**src/rtl/secded16_pkg.sv**
```systemverilog
// Shared SECDED(16,11) definitions: sizes, data position map
// and helper functions used by both encoder and decoder.
package secded16_pkg;

  localparam int DATA_W = 11;
  localparam int CODE_W = 16;
  localparam int SYN_W  = 4;

  // Hamming position of data bit d0..d10
  localparam int DPOS [DATA_W] = '{
    3, 5, 6, 7, 9, 10, 11, 12, 13, 14, 15
  };

  function automatic logic [DATA_W-1:0] extract_data(
    input logic [CODE_W-1:0] code
  );
    logic [DATA_W-1:0] d;
    d = '0;
    for (int i = 0; i < DATA_W; i++) begin
      d[i] = code[DPOS[i]];
    end
    return d;
  endfunction

  function automatic logic [SYN_W-1:0] calc_syndrome(
    input logic [CODE_W-1:0] code
  );
    logic [SYN_W-1:0] syn;
    syn = '0;
    for (int p = 1; p < CODE_W; p++) begin
      for (int k = 0; k < SYN_W; k++) begin
        if (((p >> k) & 1) != 0) begin
          syn[k] = syn[k] ^ code[p];
        end
      end
    end
    return syn;
  endfunction

endpackage

```
**src/rtl/secded16_syndrome.sv**
```systemverilog
// Combinational SECDED decode: syndrome, overall parity,
// single-bit correction and data extraction.
module secded16_syndrome
  import secded16_pkg::*;
(
  input  logic [CODE_W-1:0] i_code,
  output logic [DATA_W-1:0] o_data,
  output logic              o_sec,
  output logic              o_ded
);

  logic [SYN_W-1:0]  w_syn;
  logic              w_par;
  logic [CODE_W-1:0] w_mask;
  logic [CODE_W-1:0] w_fix;

  assign w_syn = calc_syndrome(i_code);
  assign w_par = ^i_code;

  // Flip the bit the syndrome points at; syn=0 hits pos0, which
  // carries no data, so the overall-parity case needs no guard.
  always_comb begin
    w_mask = '0;
    if (w_par) begin
      w_mask = CODE_W'(1) << w_syn;
    end
    w_fix  = i_code ^ w_mask;
    o_data = extract_data(w_fix);
    o_sec  = w_par;
    o_ded  = !w_par && (w_syn != '0);
  end

endmodule

```
**src/rtl/dec_secded_16.sv**
```systemverilog
// SECDED(16,11) decoder: two-stage valid/ready pipeline with
// saturating single/double error event counters.
module dec_secded_16
  import secded16_pkg::*;
#(
  parameter int CNT_W = 16
) (
  input  logic              clk,
  input  logic              rst_n,
  input  logic              in_valid,
  output logic              in_ready,
  input  logic [CODE_W-1:0] in_code,
  output logic              out_valid,
  input  logic              out_ready,
  output logic [DATA_W-1:0] out_data,
  output logic              out_sec,
  output logic              out_ded,
  input  logic              cnt_clr,
  output logic [CNT_W-1:0]  sec_count,
  output logic [CNT_W-1:0]  ded_count
);

  logic              r_s1_valid;
  logic [CODE_W-1:0] r_s1_code;
  logic              r_s2_valid;
  logic [DATA_W-1:0] r_s2_data;
  logic              r_s2_sec;
  logic              r_s2_ded;
  logic [CNT_W-1:0]  r_sec_cnt;
  logic [CNT_W-1:0]  r_ded_cnt;

  logic              w_s2_adv;
  logic              w_s1_adv;
  logic              w_in_hs;
  logic              w_out_hs;
  logic [DATA_W-1:0] w_dec_data;
  logic              w_dec_sec;
  logic              w_dec_ded;

  assign w_s2_adv = !r_s2_valid || out_ready;
  assign w_s1_adv = r_s1_valid && w_s2_adv;
  assign in_ready = !r_s1_valid || w_s2_adv;
  assign w_in_hs  = in_valid && in_ready;
  assign w_out_hs = r_s2_valid && out_ready;

  secded16_syndrome u_syn (
    .i_code (r_s1_code),
    .o_data (w_dec_data),
    .o_sec  (w_dec_sec),
    .o_ded  (w_dec_ded)
  );

  // Stage 1: capture the raw codeword
  always_ff @(posedge clk) begin
    if (!rst_n) begin
      r_s1_valid <= 1'b0;
      r_s1_code  <= '0;
    end else if (in_ready) begin
      r_s1_valid <= in_valid;
      if (w_in_hs) begin
        r_s1_code <= in_code;
      end
    end
  end

  // Stage 2: register decoded result, hold while stalled
  always_ff @(posedge clk) begin
    if (!rst_n) begin
      r_s2_valid <= 1'b0;
      r_s2_data  <= '0;
      r_s2_sec   <= 1'b0;
      r_s2_ded   <= 1'b0;
    end else if (w_s2_adv) begin
      r_s2_valid <= r_s1_valid;
      if (w_s1_adv) begin
        r_s2_data <= w_dec_data;
        r_s2_sec  <= w_dec_sec;
        r_s2_ded  <= w_dec_ded;
      end
    end
  end

  // Saturating event counters, clear wins over increment
  always_ff @(posedge clk) begin
    if (!rst_n || cnt_clr) begin
      r_sec_cnt <= '0;
      r_ded_cnt <= '0;
    end else if (w_out_hs) begin
      if (r_s2_sec && (r_sec_cnt != {CNT_W{1'b1}})) begin
        r_sec_cnt <= r_sec_cnt + CNT_W'(1);
      end
      if (r_s2_ded && (r_ded_cnt != {CNT_W{1'b1}})) begin
        r_ded_cnt <= r_ded_cnt + CNT_W'(1);
      end
    end
  end

  assign out_valid = r_s2_valid;
  assign out_data  = r_s2_data;
  assign out_sec   = r_s2_sec;
  assign out_ded   = r_s2_ded;
  assign sec_count = r_sec_cnt;
  assign ded_count = r_ded_cnt;

endmodule

```
**config.mk**
```make
export PLATFORM = sky130hd
export DESIGN_NAME = dec_secded_16
export DESIGN_NICKNAME = d
export VERILOG_FILES = /design/src/rtl/secded16_pkg.sv /design/src/rtl/secded16_syndrome.sv /design/src/rtl/dec_secded_16.sv
export SDC_FILE = /design/constraint.sdc
export NUM_CORES = 1
export LEC_CHECK = 0
export BUFFER_PORTS_ARGS = -buffer_cell sky130_fd_sc_hd__buf_2
export CORE_MARGIN = 2
export CORE_UTILIZATION = 30
export CTS_CLUSTER_SIZE = 40
export DETAILED_ROUTE_END_ITERATION = 10
export GPL_ROUTABILITY_DRIVEN = 0
export GPL_TIMING_DRIVEN = 0
export PLACE_DENSITY = 0.59
export SLEW_MARGIN = 0
export SYNTH_ARGS = -nofsm -noshare
export SYNTH_HDL_FRONTEND = slang
export SYNTH_SLANG_ARGS = --single-unit
```
**constraint.sdc**
```tcl
create_clock -name clk -period 3.6 [get_ports clk]
set_input_delay 0.72 -clock clk [delete_from_list [all_inputs] [get_ports clk]]
set_output_delay 0.72 -clock clk [all_outputs]
set_load 0.02 [all_outputs]
```
# After elaboration in Yosys (flattened, before gate mapping)
# Cells that the tools add are included.
word_totals:
  reg_bits: 63
  input_bits: 21
  output_inout_bits: 47
  wordCells: 62
op_classes:
  addsub: 2
  n_eq_ne: 2
  shift: 1
  mux: 1
  bitwise_logic: 29
  n_reduce_logical: 19
op_table:
  columns: ["op", "n"]
  rows:
  - ["16-bit by 1-bit adder with 16-bit output, second input constant", 2]
  - ["16-bit inequality test, second input constant", 2]
  - ["1-bit XOR", 28]
  - ["16-bit 2-to-1 mux", 1]
  - ["16-bit parity", 1]
  - ["1-bit by 4-bit left shift with 16-bit output, first input constant", 1]
  - ["16-bit XOR", 1]
  - ["2-bit AND reduction", 4]
  - ["1-bit logical AND", 6]
  - ["1-bit zero test", 4]
  - ["4-bit nonzero test", 1]
  - ["1-bit logical OR", 3]

# Depth between registers and ports, before layout
# Gate-level depths: netlist of the first run.
logic_depth:
  ltp_word: 10
  mapped_depth: 7
  mapped_depth_nobuf: 6

# By module
# Synthesis of the first run repeated with hierarchy kept, for this count alone.
unflattened:
  hier_cells: 402
  area_unflattened_um2: 3452.1
by_module_without_submodules:
  columns: ["module", "n_inst", "cells_per_inst", "area_each_um2", "seq_area_each_um2"]
  rows:
  - ["dec_secded_16", 1, 334, 2856.5, 1261.2]
  - ["secded16_syndrome", 1, 68, 595.6, 0.0]

# Least setup slack after synthesis of the first run
# No wires, ideal clock.
synth_timing:
  kind: "input port to flip-flop"
  from: "input out_ready"
  to: "register r_sec_cnt[7], in the netlist sec_count[7]"
  setup_time_ns: 0.128
  t_arrival_ns: 1.909
  required_ns: 3.472
  slack_ns: 1.564
  cell_stages: 5
  n_path_buf: 0
  cell_sequence: "nand3_1 -> or4_1 -> a311o_1 -> xor2_1 -> nor2_1"
synth_via:
  elab_chain_cells: 2
synth_rtl:
  columns: ["item", "line_no", "rtl"]
  rows:
  - ["from (decl)", "dec_secded_16.sv:14", "input logic out_ready,"]
  - ["1-bit logical AND", "dec_secded_16.sv:44", "assign w_out_hs = r_s2_valid && out_ready;"]
  - ["2-bit AND reduction (no source line)", null, null]
  - ["to (signal assigned)", "dec_secded_16.sv:90", "r_sec_cnt <= r_sec_cnt + CNT_W'(1);"]
  - ["to (decl)", "dec_secded_16.sv:29", "logic [CNT_W-1:0] r_sec_cnt;"]
# Every way passes these cells.
# A chain may end at the register's enable or synchronous reset.

# Worst setup path after layout of the first run
layout_timing:
  from: "input out_ready"
  to: "output in_ready"
layout_via:
  elab_chain_cells: 2
layout_rtl:
  columns: ["item", "line_no", "rtl"]
  rows:
  - ["1-bit logical OR", "dec_secded_16.sv:40", "assign w_s2_adv = !r_s2_valid || out_ready;"]
  - ["1-bit logical OR", "dec_secded_16.sv:42", "assign in_ready = !r_s1_valid || w_s2_adv;"]
  - ["to (decl)", "dec_secded_16.sv:11", "output logic in_ready,"]
# Every way passes these cells.

==> impl_metrics.json, run 1 <==
{
  "outcome": "finished clean",
  "initial_core_util_pct": 30.48,
  "grt_pass1_wl_mm": 14.74,
  "endpoint_kind": "output pin",
  "hold_class": "reg -> reg",
  "drt_pass1_iterations": 5,
  "syn_area_per_cell_um2": 8.339,
  "cts.sinks": 63,
  "final_antenna_net_count": 0,
  "io_buffers": 67,
  "yosysWarningCount": 0,
  "n_antenna_cell": 0,
  "cts-root-buf": "clkbuf_16",
  "hold_viol": 0,
  "core.rowCount": 39,
  "antenna_found_initial": 0,
  "netlist-cell-type-count": 41,
  "worstSetupStartpointType": "input pin",
  "grt_pass1_vias": 3003,
  "drive_above_1_share_pct": 18.99,
  "vias": 3215,
  "die_h_um": 111.0,
  "cts_resized": 0,
  "crit_start": "out_ready",
  "nets": 513,
  "synthTopCellsByCount": "dfxtp_1 (63), nand2_1 (55), nor2_1 (46), xor2_1 (30), xnor2_1 (23)",
  "syn2layout_area_growth_pct": 22.98,
  "hpwl_mm": 6.695,
  "synth_cells": 412,
  "clock_power_share_pct": 42.8,
  "synth.area.top_cells": "dfxtp_1 (37%), xor2_1 (7.6%), nand2_1 (6.0%)",
  "grt_start_max_net_pins": 12,
  "avgRoutedWirePerCell_um": 13.66,
  "post-synth-top-count-cell": "dfxtp_1",
  "core-area_mm2": 0.01127,
  "intPower_mw": 1.306,
  "io_pins": 68,
  "fin_worst_skew_ns": 0.005855,
  "drtIter0Drc": 206,
  "clk_latency_ns": 0.32,
  "rsz0062_at_grt": "false",
  "synthFlopType": "dfxtp_1",
  "drv_slew": 0,
  "synth.top_cell.area_share_pct": 36.71,
  "ys_ff_latch": 63,
  "synth_area_leader_cell": "dfxtp_1",
  "power.static_leakage_nw": 1.615,
  "r2r_start": "r_s1_code[11]",
  "maxCapViolCount": 0,
  "period_needed_ns": 2.194,
  "netlist_area_mm2": 0.003436,
  "min_from": "r_s1_code[0]",
  "period_share_pct": 60.94,
  "tightest_slew_ns": 0.6759,
  "post_cts_buffers": 0,
  "cp.arrival_ns": 1.47,
  "p_per_area_mw_per_mm2": 438.6,
  "wirelength_mm": 8.712,
  "grt_util_all_layers_pct": 14.53,
  "synthesis.nets": 435,
  "tns_ns": 0,
  "htree_num_levels": 3,
  "vias_per_cell": 5.039,
  "p_seq_share_pct": 40.4,
  "cts_tree": "done",
  "path_class": "in -> out",
  "setup_viol": 0,
  "holdBufCountCts": 0,
  "numCtsBuffers": 9,
  "overflow": 0,
  "die-area_mm2": 0.01232,
  "synth-edff-count": 0,
  "fmax_ghz": 0.4558,
  "crit_required_ns": 2.88,
  "drc": 0,
  "clock_path_buffers": 2,
  "peakVddDrop_uv": 151.9,
  "design_area_mm2": 0.004225,
  "yosysSeqAreaShare_pct": 36.71,
  "synthArstFlopShare_pct": 0,
  "cts.reportedPaths.clkPinSlew_ns": 0.05,
  "fp.dieW_um": 111.0,
  "worstPathMaxFanout": 5,
  "switching_share_pct": 29.54,
  "power.switching_mw": 0.5474,
  "pwr-share-comb_pct": 16.8,
  "relSlewSlack_pct": 54.53,
  "placed_cell_area_mm2": 0.003950
}
==> power by group through the flow <==
stage	clock network, mW	logic, mW	registers [mW]
6_report	0.793	0.312	0.748
5_1_grt	0.854	0.345	0.751
4_1_cts	0.815	0.311	0.748
3_5_place_dp	0	0.310	0.763
3_3_place_gp	0	0.300	0.763
2_1_floorplan	0	0.216	0.772
==> worst max-delay path, cell delays in order <==
cell and delay (ns):
buf_2 0.13, nor2b_1 0.28, nand2_1 0.16, buf_2 0.18
==> metrics by stage <==
stage / util [%] / worst slack [ns] / power (mW) / hold WS (ns) / instances
global placement: 35.04 / 1.297 / 1.063 / 0.4726 / 622
CTS: 37.48 / 1.379 / 1.874 / 0.4875 / 638
finish: 37.48 / 1.406 / 1.853 / 0.4819 / 638
global route: 37.48 / 1.212 / 1.950 / 0.5260 / 638
detailed placement: 35.04 / 1.285 / 1.073 / 0.4805 / 622
floorplan: - / 1.564 / 0.9873 / 0.4561 / 412
==> sequential cells by signal, summed over array words and instances, names as in the netlist <==
register,count
ded_count,16
r_s1_code,16
sec_count,16
out_data,11
out_ded,1
out_sec,1
out_valid,1
r_s1_valid,1
==> layout make-up <==
cell class	count	area [µm²]
fill	1163	7047
multi-input combinational	330	2103
sequential	63	1261
timing repair buffer	67	335.3
clock buffer	10	239.0
tap	143	178.9
buffer	16	60.06
clock inverter	6	36.28
inverter	3	11.26
==> path summary, 6_finish.rpt <==
kind / to / slack [ns] / cells past startpoint
hold / removal: r_s1_code[0] / 0.48 / 2
setup reg to reg: out_data[6] / 1.42 / 5
setup / recovery: in_ready / 1.41 / 4
hold reg to reg: r_s1_code[0] / 0.48 / 2
==> cells in the final DEF (no fill, tap or decap), types with 4 or more instances in the layout <==
master,instances
nor4_1,7
and2_1,6
nand2_1,55
a21boi_0,17
a211oi_1,11
clkinv_2,4
xor2_1,30
clkbuf_1,16
a221oi_1,10
buf_2,67
and4_1,4
xor2_2,5
o22ai_1,7
dfxtp_1,63
nand3_1,21
nor3_1,12
nor2_1,46
o2111ai_1,7
xnor2_1,23
o21ai_0,17
clkbuf_16,9
nand4_1,8
and3_1,7
o211ai_1,4
a22o_1,4
==> cell families after synthesis <==
group           share of synthesized area (%)
xor+xnor                                15.88
fa+ha+maj                              0.7282
simple gates                            24.69
mux                                     1.202
flops                                   36.71
buf+inv                                 2.076
compound gates                          18.72
==> layer usage <==
metal | share of wire [%] | track usage [%] | vias up
met1 | 50 | 20.36 | 1478
li1 | - | - | 1641
met3 | 5.1 | 3.226 | 10
met5 | 0 | 0 | -
met4 | 1.3 | 5.432 | 0
met2 | 44 | 21.92 | 86
No activity file was read; power rests on OpenSTA's default activity.
==> inputs of run 2 (changes only) <==
==> constraint.sdc (replaced) <==
create_clock -name clk -period 2.1 [get_ports clk]
set_input_delay 0.42 -clock clk [delete_from_list [all_inputs] [get_ports clk]]
set_output_delay 0.42 -clock clk [all_outputs]
set_load 0.02 [all_outputs]
==> run 2 against run 1 <==
Utilization grew 2.9 points. Total power is 80% higher. Flip-flop and latch count unchanged. Via count grew 2.0%. Critical path type is now reg -> reg. Critical endpoint is now out_data[3].
==> impl_metrics.json, run 2 (synthesis results as in run 1) <==
{
  "numCtsBuffers": 9,
  "worstPathMaxFanout": 7,
  "avgRoutedWirePerCell_um": 14.16,
  "relSlewSlack_pct": 62.29,
  "cts_tree": "done",
  "vias_per_cell": 5.138,
  "whs_ns": 0.3407,
  "final_common_cell": "buf_2",
  "power.static_leakage_nw": 1.705,
  "die_h_um": 111.0,
  "io_pins": 68,
  "fin_worst_skew_ns": 0.007727,
  "fp.dieW_um": 111.0,
  "most-common-layout-cells": "buf_2 (67), dfxtp_1 (57), nand2_1 (55)",
  "critPathMaxStageDelay_ns": 0.55,
  "syn2layout_area_growth_pct": 32.63,
  "drc": 0,
  "hold_viol": 0,
  "die-area_mm2": 0.01232,
  "holdBufCountCts": 0,
  "grt_start_max_net_pins": 12,
  "overflow": 0,
  "maxCapViolCount": 0,
  "power.total_mw": 3.335,
  "tightest_slew_ns": 0.5613,
  "wirelength_mm": 9.035,
  "placed_cell_area_mm2": 0.003950,
  "clock_path_buffers": 2,
  "peakVddDrop_uv": 267.6,
  "grt_pass1_vias": 3042,
  "n_antenna_cell": 0,
  "htree_num_levels": 3,
  "drive_above_1_share_pct": 25.66,
  "outcome": "finished clean",
  "hold_path_depth": 3,
  "design_area_mm2": 0.004557,
  "core.rowCount": 39,
  "cts-root-buf": "clkbuf_16",
  "dp_cells": 622,
  "period_needed_ns": 2.079,
  "initial_core_util_pct": 30.48,
  "cts.sinks": 63,
  "antenna_found_initial": 0,
  "cp_slowest_cell": "dfxtp_1",
  "worstSetupStartpointType": "flip-flop",
  "final_cells": 638,
  "cp.arrival_ns": 2.28,
  "endpoint_kind": "flip-flop",
  "final_antenna_net_count": 0,
  "nets": 513,
  "setup_viol": 0,
  "drt_pass1_iterations": 4,
  "fmax_ghz": 0.4810,
  "core-area_mm2": 0.01127,
  "reg2regPathDepth": 6,
  "clk_latency_ns": 0.33,
  "vias": 3278,
  "crit_required_ns": 2.30,
  "drv_slew": 0,
  "io_buffers": 67,
  "cts.reportedPaths.clkPinSlew_ns": 0.06,
  "hpwl_mm": 6.695,
  "grt_pass1_wl_mm": 14.90,
  "grt_util_all_layers_pct": 14.69,
  "p_per_area_mw_per_mm2": 731.8,
  "drtIter0Drc": 140,
  "path_class": "reg -> reg",
  "crit_path_cell_trace": "xor2_4 -> xor2_4 -> buf_4 -> nand4_1 -> a221oi_1 -> a211oi_1",
  "rsz0062_at_grt": "true",
  "path_common_cell": "xor2_4",
  "hold_class": "in -> reg",
  "period_share_pct": 99.00
}
## run 2: metal layers
metal	GRT usage, %	part of all wire (%)
met4	5.514	1.5
met1	20.52	48
met2	22.17	45
met3	3.335	5.3
met5	0	0
## run 2: stage by stage
step | util [%] | setup slack, ns | TNS, ns
2_1_floorplan | - | 0.1239 | 0
3_3_place_gp | 35.04 | 0.05546 | 0
3_5_place_dp | 35.04 | -0.03211 | -0.08223
4_1_cts | 37.93 | -0.01338 | -0.01338
5_1_grt | 40.43 | -0.05352 | -0.2245
6_report | 40.43 | 0.02106 | 0
## run 2: area by class of cell
class / instances / area [µm²]
fill: 1119 / 6715
clock inverter: 6 / 36.28
buffer: 15 / 56.30
multi-input combinational: 330 / 2424
tap: 143 / 178.9
clock buffer: 10 / 239.0
inverter: 3 / 11.26
sequential: 63 / 1269
timing repair buffer: 68 / 342.8
## run 2: power breakdown
group	switching, mW	internal, mW	leakage (nW)	total (mW)
clock	0.548	0.823	0.138	1.37
combinational	0.419	0.249	1.05	0.667
sequential	0.0575	1.24	0.515	1.30
## run 2: worst max-delay path: cells and delay by family (launching register included)
family,cells,cell delay [ns]
and+or+nand+nor,1,0.15
DFF,1,0.55
AOI/OAI and AO/OA,2,0.49
xor gates and xnor gates,2,0.60
buffers and inverters,1,0.16
## run 2: worst paths after layout
path | startpoint | endpoint | slack [ns]
setup / recovery | r_s1_code[11] | out_data[3] | 0.02
hold / removal | in_code[6] | r_s1_code[6] | 0.34
setup reg to reg | r_s1_code[11] | out_data[3] | 0.02
hold reg to reg | r_s1_code[0] | r_s1_code[0] | 0.51
## run 2: what timing repair did
action,CTS,global route
gates resized for setup,7,39
setup buffers,0,1
pin swaps,0,2
setup endpoints to repair,4,19
==> inputs of run 3 (changes only) <==
--- a/config.mk
+++ b/config.mk
@@ -5,14 +5,15 @@
 export SDC_FILE = /design/constraint.sdc
 export NUM_CORES = 1
 export LEC_CHECK = 0
+export ABC_AREA = 1
 export BUFFER_PORTS_ARGS = -buffer_cell sky130_fd_sc_hd__buf_2
 export CORE_MARGIN = 2
-export CORE_UTILIZATION = 30
+export CORE_UTILIZATION = 56
 export CTS_CLUSTER_SIZE = 40
 export DETAILED_ROUTE_END_ITERATION = 10
 export GPL_ROUTABILITY_DRIVEN = 0
 export GPL_TIMING_DRIVEN = 0
-export PLACE_DENSITY = 0.59
+export PLACE_DENSITY = 0.9
 export SLEW_MARGIN = 0
 export SYNTH_ARGS = -nofsm -noshare
 export SYNTH_HDL_FRONTEND = slang
==> run 3 against run 2 <==
The run now ends with DRC left. Via count is 21% higher. Wire length rose by 3.7%. Highest routed layer unchanged. Combinational power barely moved. Synthesized area is 9.3% higher. Register-to-register slack better by 0.18 ns. Worst setup slack improved by 0.18 ns. Largest cell class unchanged. Clock skew rose by 0.0060 ns. Sequential power barely moved.
==> impl_metrics.json, run 3 <==
{
  "grt_util_all_layers_pct": 26.63,
  "htree_num_levels": 3,
  "r2r_start": "ded_count[0]",
  "hold_viol": 0,
  "hpwl_mm": 6.937,
  "fin_worst_skew_ns": 0.01371,
  "synth.top_cell.area_share_pct": 33.59,
  "synthArstFlopShare_pct": 0,
  "final_antenna_net_count": 0,
  "final_common_cell": "nand2_1",
  "setup_viol": 0,
  "period_share_pct": 90.60,
  "cts.reportedPaths.clkPinSlew_ns": 0.08,
  "die-area_mm2": 0.007376,
  "peakVddDrop_uv": 584.4,
  "core.rowCount": 29,
  "cts.sinks": 63,
  "min_from": "in_code[0]",
  "numCtsBuffers": 9,
  "ff2ff_setup_slack_ns": 0.20,
  "crit_path_cell_trace": "ha_1 -> inv_1 -> nor4_4 -> nand3_1 -> nand2_2 -> inv_2 -> buf_6 -> nand2_1 -> a21oi_1",
  "die_h_um": 85.89,
  "cts_tree": "done",
  "path_class": "reg -> reg",
  "cts_resized": 0,
  "drt_pass1_iterations": 10,
  "violations": "DRC",
  "rsz0062_at_grt": "false",
  "power.total_mw": 3.010,
  "vias_per_cell": 5.376,
  "drc": 7,
  "yosysSeqAreaShare_pct": 33.59,
  "core-area_mm2": 0.006422,
  "synth.area.top_cells": "dfxtp_1 (34%), nand2_1 (18%), a21oi_1 (6.0%)",
  "endpoint_kind": "flip-flop",
  "wirelength_mm": 9.368,
  "maxCapViolCount": 0,
  "ys_ff_latch": 63,
  "holdBufCountCts": 0,
  "initial_core_util_pct": 58.46,
  "nets": 677,
  "overflow": 0,
  "most-common-layout-cells": "nand2_1 (183), buf_2 (68), dfxtp_1 (63)",
  "synth_cells": 576,
  "placed_cell_area_mm2": 0.004187,
  "n_antenna_cell": 0,
  "worstPathMaxFanout": 10,
  "post-synth-top-count-cell": "nand2_1",
  "crit_required_ns": 2.32,
  "avgRoutedWirePerCell_um": 12.73,
  "grt_pass1_vias": 3740,
  "clk_latency_ns": 0.35,
  "outcome": "finished, violations left",
  "cts-root-buf": "clkbuf_8",
  "period_needed_ns": 1.903,
  "fp.dieW_um": 85.89,
  "syn_area_per_cell_um2": 6.519,
  "io_pins": 68,
  "design_area_mm2": 0.004383,
  "drtIter0Drc": 164,
  "worst_r2r_endpoint": "ded_count[14]",
  "p_per_area_mw_per_mm2": 686.8,
  "grt_start_max_net_pins": 13,
  "power.static_leakage_nw": 1.978,
  "cp.arrival_ns": 2.13,
  "reg2regPathDepth": 9,
  "worstSetupStartpointType": "flip-flop",
  "vias": 3957,
  "drv_slew": 0,
  "post_cts_buffers": 0,
  "drive_above_1_share_pct": 20.18,
  "synth-edff-count": 0,
  "clock_path_buffers": 2,
  "io_buffers": 67,
  "synth_area_leader_cell": "dfxtp_1",
  "netlist-cell-type-count": 35,
  "cp_slowest_cell": "dfxtp_1",
  "yosysWarningCount": 0,
  "synthTopCellsByCount": "nand2_1 (183), dfxtp_1 (63), inv_1 (55), nor2_1 (52), a21oi_1 (45)",
  "tightest_slew_ns": 0.5406,
  "grt_pass1_wl_mm": 15.90,
  "hold_class": "in -> reg",
  "antenna_found_initial": 0,
  "relSlewSlack_pct": 63.68,
  "worstHoldEndpoint": "r_s1_code[0]",
  "syn2layout_area_growth_pct": 16.73,
  "hold_path_depth": 3,
  "synthFlopType": "dfxtp_1",
  "netlist_area_mm2": 0.003755,
  "fmax_ghz": 0.5256,
  "critPathMaxStageDelay_ns": 0.45,
  "tns_ns": 0,
  "synthesis.nets": 599
}
[run 3: final cells by class]
class | count | area [µm²]
inverter | 69 | 259.0
sequential | 63 | 1261
fill | 533 | 2039
tap | 77 | 96.34
multi-input combinational | 429 | 2147
clock buffer | 9 | 123.9
clock inverter | 7 | 72.57
buffer | 15 | 87.58
timing repair buffer | 67 | 335.3
[run 3: how the worst max path moves through the flow]
| stage | start | to | slack [ns] |
|---|---|---|---|
| finish | ded_count[0] | ded_count[14] | 0.20 |
| global route | ded_count[0] | ded_count[7] | 0.008 |
| CTS | ded_count[0] | ded_count[2] | 0.21 |
| detailed placement | ded_count[0] | ded_count[15] | 0.22 |
| global placement | ded_count[0] | ded_count[15] | 0.25 |
| floorplan | ded_count[0] | ded_count[14] | 0.33 |
[run 3: power by group]
group / total (mW) / internal, mW / switching (mW)
clock: 1.07 / 0.549 / 0.516
sequential: 1.28 / 1.24 / 0.0408
combinational: 0.664 / 0.212 / 0.452
total: 3.01 / 2.00 / 1.01
[run 3: worst max-delay path, delay by kind of cell (launching register included)]
kind                       cells  cell delay [ns]
AOI/OAI and AO/OA              1             0.06
DFF                            1             0.45
buffers and inverters          3             0.33
and+or+nand+nor                4             0.73
adders and majority gates      1             0.20
[run 3: cells by family after synthesis]
logic type	share of synthesized area [%]
fa+ha+maj	0.6663
buf+inv	9.230
compound gates	11.50
simple gates	38.99
flops	33.59
xor+xnor	6.031
[run 3: stage by stage]
step,cells,utilization (%),setup slack [ns],hold WS [ns]
6_report,736,68.24,0.1973,0.3266
5_1_grt,736,68.24,0.007932,0.3393
4_1_cts,736,68.24,0.2072,0.3216
3_5_place_dp,720,65.19,0.2213,0.4669
3_3_place_gp,720,65.19,0.2478,0.4648
2_1_floorplan,576,-,0.3342,0.4754
[run 3: metal layers]
| metal | vias up | track usage, % | share of wire, % |
|---|---|---|---|
| met5 | - | 0 | 0 |
| met4 | 0 | 13.71 | 3.2 |
| met3 | 28 | 7.026 | 7.4 |
| met2 | 146 | 46.09 | 49 |
| met1 | 1799 | 29.93 | 41 |
| li1 | 1984 | - | - |
